$ cat src/rtl/rram_pulse_seq_if.sv
// ---------------------------------------------------------------------------
// rram_pulse_seq_if
//   Wishbone B4 classic slave bundle used by rram_pulse_seq. Signal names keep
//   the Caravel wbs_* spelling so the wrapper can wire the bus straight through.
//
//   wbs_stb_i  strobe            wbs_cyc_i  cycle
//   wbs_we_i   write enable      wbs_sel_i  byte lanes (full-word only)
//   wbs_adr_i  byte address      wbs_dat_i  write data
//   wbs_ack_o  acknowledge       wbs_dat_o  read data
//
//   master: the bus side (drives stb/cyc/we/sel/adr/dat_i)
//   slave : the sequencer side (drives ack/dat_o)
// ---------------------------------------------------------------------------
interface rram_pulse_seq_if;
    logic        wbs_stb_i;
    logic        wbs_cyc_i;
    logic        wbs_we_i;
    logic [3:0]  wbs_sel_i;
    logic [31:0] wbs_adr_i;
    logic [31:0] wbs_dat_i;
    logic        wbs_ack_o;
    logic [31:0] wbs_dat_o;

    modport master (
        output wbs_stb_i, wbs_cyc_i, wbs_we_i, wbs_sel_i, wbs_adr_i, wbs_dat_i,
        input  wbs_ack_o, wbs_dat_o
    );

    modport slave (
        input  wbs_stb_i, wbs_cyc_i, wbs_we_i, wbs_sel_i, wbs_adr_i, wbs_dat_i,
        output wbs_ack_o, wbs_dat_o
    );
endinterface

$ cat src/rtl/rram_pulse_seq.sv
// ---------------------------------------------------------------------------
// rram_pulse_seq
//   Wishbone-controlled pulse sequencer for the RRAM array drivers. Software
//   programs the operation, cell address and setup/pulse timing, then writes
//   start. The block selects one word line and one bit line, drives the op
//   mode, fires a timed pulse enable, samples the sense amp on READ and flags
//   completion through STATUS.done and a level interrupt.
//
//   Register map (word offsets from BASE_ADR, decoded on adr[31:4]):
//     0x0 CTRL   [1:0] op, [2] start (write-1, reads 0), [3] irq_en
//     0x4 ADDR   [ROW_W-1:0] row, [ROW_W+COL_W-1:ROW_W] col
//     0x8 TIMING [CNT_W-1:0] pulse_w, [16+CNT_W-1:16] setup_w
//     0xC STATUS [0] busy, [1] done (W1C), [2] rd_bit, [3] err (W1C)
//
// Ports
//   wb_clk_i   clock, all logic on the rising edge
//   wb_rst_ni  asynchronous active-low reset
//   wb         Wishbone slave bundle (rram_pulse_seq_if.slave)
//   sa_out     sense-amp output, stable during PULSE of a READ
//   wl_sel     one-hot word-line select
//   bl_sel     one-hot bit-line select
//   op_mode    0 READ, 1 SET, 2 RESET, 3 FORM
//   pulse_en   driver pulse enable
//   sa_en      sense-amp enable (READ only)
//   irq        level interrupt, done & irq_en
// ---------------------------------------------------------------------------
module rram_pulse_seq #(
    parameter logic [31:0] BASE_ADR = 32'h3000_0000,
    parameter int          ROW_W    = 3,
    parameter int          COL_W    = 3,
    parameter int          CNT_W    = 16
) (
    input  logic                  wb_clk_i,
    input  logic                  wb_rst_ni,
    rram_pulse_seq_if.slave       wb,
    input  logic                  sa_out,
    output logic [2**ROW_W-1:0]   wl_sel,
    output logic [2**COL_W-1:0]   bl_sel,
    output logic [1:0]            op_mode,
    output logic                  pulse_en,
    output logic                  sa_en,
    output logic                  irq
);

    localparam int NW = 2**ROW_W;
    localparam int NB = 2**COL_W;

    localparam logic [NW-1:0]    WL_ONE  = NW'(1);
    localparam logic [NB-1:0]    BL_ONE  = NB'(1);
    localparam logic [CNT_W-1:0] CNT_ONE = CNT_W'(1);

    localparam logic [1:0] OP_READ    = 2'd0;

    localparam logic [1:0] OFF_CTRL   = 2'd0;
    localparam logic [1:0] OFF_ADDR   = 2'd1;
    localparam logic [1:0] OFF_TIMING = 2'd2;
    localparam logic [1:0] OFF_STATUS = 2'd3;

    typedef enum logic [2:0] {
        S_IDLE,
        S_SETUP,
        S_PULSE,
        S_SAMPLE,
        S_DONE
    } state_t;

    // ------------------------------------------------------------------
    // Register file and bus-side state
    // ------------------------------------------------------------------
    logic             ack_q;
    logic [31:0]      dat_q;
    logic [1:0]       ctrl_op;
    logic             ctrl_irq_en;
    logic [ROW_W-1:0] row_q;
    logic [COL_W-1:0] col_q;
    logic [CNT_W-1:0] pulse_w_q;
    logic [CNT_W-1:0] setup_w_q;
    logic             start_req;   // start accepted, waiting for the FSM to pick it up
    logic             err_q;

    // ------------------------------------------------------------------
    // Sequencer state
    // ------------------------------------------------------------------
    state_t           state;
    logic [CNT_W-1:0] cnt;
    logic [1:0]       sh_op;
    logic [CNT_W-1:0] sh_pulse_w;
    logic             busy_q;
    logic             done_q;
    logic             rd_bit_q;

    // ------------------------------------------------------------------
    // Bus decode
    // ------------------------------------------------------------------
    logic        access;
    logic        hit;
    logic        wr_hit;
    logic        rd_hit;
    logic [1:0]  off;
    logic        cfg_wr;
    logic        busy_any;
    logic        collide;
    logic        done_clr;
    logic        err_clr;
    logic        start_go;
    logic [31:0] rdata;

    // A new access is only taken while ack is low, which gives exactly one
    // ack cycle per access and no wait states.
    assign access   = wb.wbs_stb_i & wb.wbs_cyc_i & ~ack_q;
    assign hit      = (wb.wbs_adr_i[31:4] == BASE_ADR[31:4]);
    assign off      = wb.wbs_adr_i[3:2];
    assign wr_hit   = access & wb.wbs_we_i & hit;
    assign rd_hit   = access & ~wb.wbs_we_i & hit;
    assign cfg_wr   = wr_hit & (off != OFF_STATUS);

    // A pending start counts as busy so a config write landing between the
    // start ack and SETUP entry cannot alter the parameters being shadowed.
    assign busy_any = busy_q | start_req;
    assign collide  = cfg_wr & busy_any;
    assign done_clr = wr_hit & (off == OFF_STATUS) & wb.wbs_dat_i[1];
    assign err_clr  = wr_hit & (off == OFF_STATUS) & wb.wbs_dat_i[3];
    assign start_go = (state == S_IDLE) & start_req;

    // Byte lanes and the sub-word address bits carry no meaning here.
    logic unused_bits;
    assign unused_bits = ^{wb.wbs_sel_i, wb.wbs_adr_i[1:0]};

    // NOTE: every combinational output gets a default before the case so no
    // path leaves it unassigned, which would otherwise infer a latch.
    always_comb begin
        rdata = '0;
        case (off)
            OFF_CTRL: begin
                rdata[1:0] = ctrl_op;
                rdata[3]   = ctrl_irq_en;
            end
            OFF_ADDR: begin
                rdata[ROW_W-1:0]           = row_q;
                rdata[ROW_W+COL_W-1:ROW_W] = col_q;
            end
            OFF_TIMING: begin
                rdata[CNT_W-1:0]     = pulse_w_q;
                rdata[16+CNT_W-1:16] = setup_w_q;
            end
            default: begin
                rdata[3:0] = {err_q, rd_bit_q, done_q, busy_q};
            end
        endcase
    end

    assign wb.wbs_ack_o = ack_q;
    assign wb.wbs_dat_o = dat_q;

    // A zero width still has to last one cycle, so the counter reload is
    // max(w,1)-1 and the state advances when the counter reaches zero.
    function automatic logic [CNT_W-1:0] reload(input logic [CNT_W-1:0] w);
        return (w == '0) ? '0 : (w - CNT_ONE);
    endfunction

    // ------------------------------------------------------------------
    // Wishbone slave and configuration registers
    // ------------------------------------------------------------------
    // NOTE: state is updated with non-blocking assignments so every flop
    // samples the pre-edge values regardless of statement order.
    always_ff @(posedge wb_clk_i or negedge wb_rst_ni) begin
        if (!wb_rst_ni) begin
            ack_q       <= 1'b0;
            dat_q       <= '0;
            ctrl_op     <= '0;
            ctrl_irq_en <= 1'b0;
            row_q       <= '0;
            col_q       <= '0;
            pulse_w_q   <= '0;
            setup_w_q   <= '0;
            start_req   <= 1'b0;
            err_q       <= 1'b0;
        end else begin
            ack_q <= access;
            // Unmapped reads and all writes return zero on the data bus.
            dat_q <= rd_hit ? rdata : '0;

            if (start_go) begin
                start_req <= 1'b0;
            end

            if (cfg_wr && !busy_any) begin
                case (off)
                    OFF_CTRL: begin
                        ctrl_op     <= wb.wbs_dat_i[1:0];
                        ctrl_irq_en <= wb.wbs_dat_i[3];
                        start_req   <= wb.wbs_dat_i[2];
                    end
                    OFF_ADDR: begin
                        row_q <= wb.wbs_dat_i[ROW_W-1:0];
                        col_q <= wb.wbs_dat_i[ROW_W+COL_W-1:ROW_W];
                    end
                    OFF_TIMING: begin
                        pulse_w_q <= wb.wbs_dat_i[CNT_W-1:0];
                        setup_w_q <= wb.wbs_dat_i[16+CNT_W-1:16];
                    end
                    default: ;
                endcase
            end

            if (collide) begin
                err_q <= 1'b1;
            end else if (err_clr) begin
                err_q <= 1'b0;
            end
        end
    end

    // ------------------------------------------------------------------
    // Pulse sequencer: IDLE -> SETUP -> PULSE -> SAMPLE -> DONE -> IDLE
    // All array-side outputs are registered and change on state entry.
    // ------------------------------------------------------------------
    always_ff @(posedge wb_clk_i or negedge wb_rst_ni) begin
        if (!wb_rst_ni) begin
            state      <= S_IDLE;
            cnt        <= '0;
            sh_op      <= '0;
            sh_pulse_w <= '0;
            busy_q     <= 1'b0;
            done_q     <= 1'b0;
            rd_bit_q   <= 1'b0;
            wl_sel     <= '0;
            bl_sel     <= '0;
            op_mode    <= '0;
            pulse_en   <= 1'b0;
            sa_en      <= 1'b0;
        end else begin
            // The FSM assignments below come later in the block, so a done
            // set on DONE entry overrides a W1C arriving in the same cycle.
            if (done_clr) begin
                done_q <= 1'b0;
            end

            case (state)
                S_IDLE: begin
                    if (start_go) begin
                        // The selects themselves hold the row/col snapshot;
                        // setup_w is consumed into the counter right here.
                        sh_op      <= ctrl_op;
                        sh_pulse_w <= pulse_w_q;
                        cnt        <= reload(setup_w_q);
                        wl_sel     <= WL_ONE << row_q;
                        bl_sel     <= BL_ONE << col_q;
                        op_mode    <= ctrl_op;
                        sa_en      <= (ctrl_op == OP_READ);
                        busy_q     <= 1'b1;
                        done_q     <= 1'b0;
                        state      <= S_SETUP;
                    end
                end

                S_SETUP: begin
                    if (cnt == '0) begin
                        cnt      <= reload(sh_pulse_w);
                        pulse_en <= 1'b1;
                        state    <= S_PULSE;
                    end else begin
                        cnt <= cnt - CNT_ONE;
                    end
                end

                S_PULSE: begin
                    if (cnt == '0) begin
                        pulse_en <= 1'b0;
                        // sa_out is taken on the last PULSE cycle, while the
                        // cell is still biased.
                        if (sh_op == OP_READ) begin
                            rd_bit_q <= sa_out;
                        end
                        state <= S_SAMPLE;
                    end else begin
                        cnt <= cnt - CNT_ONE;
                    end
                end

                S_SAMPLE: begin
                    wl_sel  <= '0;
                    bl_sel  <= '0;
                    op_mode <= '0;
                    sa_en   <= 1'b0;
                    busy_q  <= 1'b0;
                    done_q  <= 1'b1;
                    state   <= S_DONE;
                end

                S_DONE: begin
                    state <= S_IDLE;
                end

                default: begin
                    state <= S_IDLE;
                end
            endcase
        end
    end

    assign irq = done_q & ctrl_irq_en;

endmodule

$ cat src/flat_wrapper.sv
// flat-port wrapper written by rule: the top's interface ports become plain ports
module rram_pulse_seq_flat 
#(
    parameter logic [31:0] BASE_ADR = 32'h3000_0000,
    parameter int          ROW_W    = 3,
    parameter int          COL_W    = 3,
    parameter int          CNT_W    = 16
)
  (wb_clk_i, wb_rst_ni, sa_out, wl_sel, bl_sel, op_mode, pulse_en, sa_en, irq, wb_wbs_stb_i, wb_wbs_cyc_i, wb_wbs_we_i, wb_wbs_sel_i, wb_wbs_adr_i, wb_wbs_dat_i, wb_wbs_ack_o, wb_wbs_dat_o);
  rram_pulse_seq_if wb_i ();
  input  logic wb_clk_i;
  input  logic wb_rst_ni;
  input  logic sa_out;
  output logic [2**ROW_W-1:0] wl_sel;
  output logic [2**COL_W-1:0] bl_sel;
  output logic [1:0] op_mode;
  output logic pulse_en;
  output logic sa_en;
  output logic irq;
  input wire logic [$bits(wb_i.wbs_stb_i)-1:0] wb_wbs_stb_i;
  input wire logic [$bits(wb_i.wbs_cyc_i)-1:0] wb_wbs_cyc_i;
  input wire logic [$bits(wb_i.wbs_we_i)-1:0] wb_wbs_we_i;
  input wire logic [$bits(wb_i.wbs_sel_i)-1:0] wb_wbs_sel_i;
  input wire logic [$bits(wb_i.wbs_adr_i)-1:0] wb_wbs_adr_i;
  input wire logic [$bits(wb_i.wbs_dat_i)-1:0] wb_wbs_dat_i;
  output wire logic [$bits(wb_i.wbs_ack_o)-1:0] wb_wbs_ack_o;
  output wire logic [$bits(wb_i.wbs_dat_o)-1:0] wb_wbs_dat_o;
  assign wb_i.wbs_stb_i = wb_wbs_stb_i;
  assign wb_i.wbs_cyc_i = wb_wbs_cyc_i;
  assign wb_i.wbs_we_i = wb_wbs_we_i;
  assign wb_i.wbs_sel_i = wb_wbs_sel_i;
  assign wb_i.wbs_adr_i = wb_wbs_adr_i;
  assign wb_i.wbs_dat_i = wb_wbs_dat_i;
  assign wb_wbs_ack_o = wb_i.wbs_ack_o;
  assign wb_wbs_dat_o = wb_i.wbs_dat_o;
  rram_pulse_seq #(.BASE_ADR(BASE_ADR), .ROW_W(ROW_W), .COL_W(COL_W), .CNT_W(CNT_W)) u_core (.wb_clk_i(wb_clk_i), .wb_rst_ni(wb_rst_ni), .wb(wb_i), .sa_out(sa_out), .wl_sel(wl_sel), .bl_sel(bl_sel), .op_mode(op_mode), .pulse_en(pulse_en), .sa_en(sa_en), .irq(irq));
endmodule
$ cat config.mk
export PLATFORM = sky130hd
export DESIGN_NAME = rram_pulse_seq_flat
export DESIGN_NICKNAME = d
export VERILOG_FILES = /design/src/rtl/rram_pulse_seq_if.sv /design/src/rtl/rram_pulse_seq.sv /design/src/flat_wrapper.sv
export SDC_FILE = /design/constraint.sdc
export NUM_CORES = 1
export LEC_CHECK = 0
export BUFFER_PORTS_ARGS = -buffer_cell sky130_fd_sc_hd__buf_2
export CORE_AREA = 2 2 106 108
export CTS_BUF_LIST = sky130_fd_sc_hd__clkbuf_4 sky130_fd_sc_hd__clkbuf_8
export DETAILED_ROUTE_END_ITERATION = 6
export DIE_AREA = 0 0 108 110
export PLACE_DENSITY = 0.91
export SKIP_LAST_GASP = 1
export SLEW_MARGIN = 25
export SYNTH_ARGS = -nofsm -noshare
export SYNTH_HDL_FRONTEND = slang
export SYNTH_SLANG_ARGS = --single-unit
$ cat constraint.sdc
create_clock -name wb_clk_i -period 3.2 [get_ports wb_clk_i]
set_clock_uncertainty 0.15 [all_clocks]
set_input_delay 0.32 -clock wb_clk_i [delete_from_list [all_inputs] [get_ports wb_clk_i]]
set_output_delay 0.32 -clock wb_clk_i [all_outputs]
set_load 0.01 [all_outputs]
==> results.sh <==
export IMPL_switching_share=0.2152
export IMPL_finalSetupTns_ps=0
export IMPL_dieHeight_um=110
export IMPL_start_util=0.6085
export IMPL_yosysUniqueCellTypes=58
export IMPL_grt_overflow=0
export IMPL_clkPwrFrac=0.451
export IMPL_syn_inst=633
export IMPL_cts_buffers=17
export IMPL_powerDensity_nw_per_um2=425.8
export IMPL_gp_congestion=0.9092
export IMPL_firstDrtPassIters=7
export IMPL_design_portCount=128
export IMPL_synth_area_um2=6510
export IMPL_grt_pass1_wl_um=27720
export IMPL_power_frac_comb=0.042
export IMPL_cts_tree="built"
export IMPL_nets=871
export IMPL_path_clk_slew_ps=70
export IMPL_drt_wl_total_um=17260
export IMPL_area_delta_synth_final_pct=23.37
export IMPL_crit_required_ps=3440
export IMPL_final_common_cell="dfrtp_1"
export IMPL_drive_gt1_frac=0.2425
export IMPL_min_path_type="input pin to register"
export IMPL_root_buffer="clkbuf_8"
export IMPL_post_cts_resized=0
export IMPL_clkLatencyLatePin_ps=460
export IMPL_antenna_found_initial=0
export IMPL_cap_violations=0
export IMPL_die_area_um2=11880
export IMPL_pwr_share_seq=0.506
export IMPL_vias=5674
export IMPL_grt_pass1_vias=5698
export IMPL_synthArstFlopShare=1.000
export IMPL_fmaxAchievable_mhz=373.7
export IMPL_yosysTopAreaCell="dfrtp_1"
export IMPL_fp_coreArea_um2=10700
export IMPL_fillers=652
export IMPL_fin_cells=940
export IMPL_multi_input_area_um2=2893
export IMPL_grtUsageTotal=0.3079
export IMPL_yosysWarnings=0
export IMPL_synth_top_area_frac=0.5228
export IMPL_crit_arrival_ps=2910
export IMPL_rsz0062_at_grt="no"
export IMPL_seq_area_um2=3403
export IMPL_syn_nets=716
export IMPL_yosys_register_bits=136
export IMPL_synth_area_leaders="dfrtp_1 (52%), nand2_1 (5.3%), mux2_1 (5.2%)"
export IMPL_mostFrequentLayoutCells="dfrtp_1 (136), buf_2 (120), nand2_1 (92)"
export IMPL_postSynthAreaPerCell_um2=10.28
export IMPL_grt_max_degree=56
export IMPL_cts_sinks=136
export IMPL_placedCellCount=873
export IMPL_die_x_um=108
export IMPL_htreeDepth=4
export IMPL_ant_nets=0
export IMPL_setup_viol=0
export IMPL_max_vdd_ir_drop_uv=296.4
export IMPL_cp_max_fo=13
export IMPL_crit_type="register to register"
export IMPL_status="completed"
export IMPL_switching_power_uw=736.0
export IMPL_wl_per_cell_um=18.36
export IMPL_synth_ff_type="dfrtp_1"
export IMPL_max_slew_margin=0.4756
export IMPL_worst_slew_pin_slew_ps=784.6
export IMPL_drc=0
export IMPL_fin_hold_ws_ps=27.48
export IMPL_drtIter0Drc=447
export IMPL_end_kind="register"
export IMPL_row_count=38
export IMPL_io_buffer_count=121
export IMPL_antennaDiodeCount=0
export IMPL_cts_buffer_depth=2
export IMPL_synth_edf_count=0
export IMPL_timing_final_crit_share=0.8362
export IMPL_hpwlAfterDp_um=11050
export IMPL_hold_viol=0
export IMPL_slew_viol_final=0
export IMPL_period_needed_ps=2676
export IMPL_cp_start_kind="register"
export IMPL_seq_area_frac_synth=0.5228
export IMPL_p_int_uw=2684
export IMPL_vias_per_cell=6.036
export IMPL_p_leak_uw=0.004268
[layout make-up]
type,instances,area share
clock inverters,7,0.01433
flip-flops and latches,136,0.4237
clock buffers,24,0.03957
multi-input cells,449,0.3602
inverters,15,0.007010
well taps,140,0.02181
repair buffers,169,0.1334
[power by group through the flow]
| stage | Combinational, uW | Clock [uW] | Sequential (uW) |
|---|---|---|---|
| after global placement | 103 | 0 | 1760 |
| after CTS | 143 | 1540 | 1730 |
| after floorplan | 18.9 | 0 | 1760 |
| final | 144 | 1540 | 1730 |
| after global routing | 159 | 1630 | 1730 |
| after detailed placement | 107 | 0 | 1760 |
[per-layer routing]
layer / vias to the layer above / wire length (um) / part of all wire / global-route usage
met1: 2788 / 6581 / 0.38 / 0.3797
met2: 303 / 8795 / 0.51 / 0.5184
met3: 60 / 1175 / 0.068 / 0.06467
li1: 2523 / - / - / -
met4: 0 / 707 / 0.041 / 0.1548
met5: - / 0 / 0 / 0
[repair_timing]
action / 4_1_cts / 5_1_grt
hold buffers: 36 / 0
setup buffers: 0 / 0
hold endpoints to repair: 94 / 0
[synth_stat cells (all sizes together) (5+ instances only)]
cell / count
a21oi: 31
a22oi: 5
and2: 26
buf: 10
clkbuf: 23
dfrtp: 136
ha: 9
inv: 15
mux2: 42
nand2: 92
nand2b: 5
nand3: 15
nand4: 9
nand4b: 6
nor2: 46
nor3: 21
nor4: 21
nor4b: 5
o21ai: 31
o22a: 6
o22ai: 12
or3: 5
xnor2: 17
xor2: 13
[logic make-up (layout without fill, tap and decap cells)]
logic type,after synthesis,after routing,share of synthesized area
flip-flops,136,136,0.5228
multiplexers,44,44,0.07573
adder cells (fa/ha/maj),9,9,0.01730
AND/OR/NAND/NOR,265,265,0.2145
AO/OA/AOI/OAI,101,101,0.09572
buffers and inverters,48,215,0.03363
XOR/XNOR,30,30,0.04036
[state kept, by name, indices dropped and copies added, names as in the netlist, 2 cells and up]
name / count
u_core.state: 3
u_core.sh_op: 2
u_core.sh_pulse_w: 16
u_core.bl_sel: 8
u_core.wb.wbs_dat_o: 32
u_core.ctrl_op: 2
u_core.setup_w_q: 16
u_core.pulse_w_q: 16
u_core.cnt: 16
u_core.wl_sel: 8
u_core.row_q: 3
u_core.col_q: 3
u_core.op_mode: 2
[per-stage QoR]
step                        util  cell area [um^2]  total power [uW]  setup slack, ps
after floorplan                -              6510              1781             1087
after global placement    0.6766              7238              1866            698.3
after detailed placement  0.6766              7238              1870            604.4
after CTS                 0.7508              8031              3414            570.3
after global routing      0.7508              8031              3524            328.7
final                     0.7508              8031              3420            524.2
[worst max-delay path, cell delays in order (launching register included)]
cell	delay (ps)
dfrtp_1	410
inv_1	120
ha_1	180
nor4b_1	390
and4_1	440
o211ai_2	350
o22a_1	310
a21oi_1	150
a21o_1	100
[worst paths after layout]
| path | start | endpoint | slack [ps] | depth (start not counted) |
|---|---|---|---|---|
| max | u_core.cnt[0] | u_core.cnt[11] | 520 | 8 |
| min | wb_wbs_we_i | u_core.wb.wbs_dat_o[5] | 30 | 3 |
| max reg2reg | u_core.cnt[0] | u_core.cnt[11] | 520 | 8 |
| min reg2reg | u_core.pulse_w_q[13] | u_core.sh_pulse_w[13] | 340 | 2 |
| max in group asynchronous | wb_rst_ni | u_core.pulse_w_q[3] | 1850 | 3 |
| min in group asynchronous | wb_rst_ni | u_core.setup_w_q[10] | 300 | 2 |
Note: power is estimated with default switching activity, not from simulation.
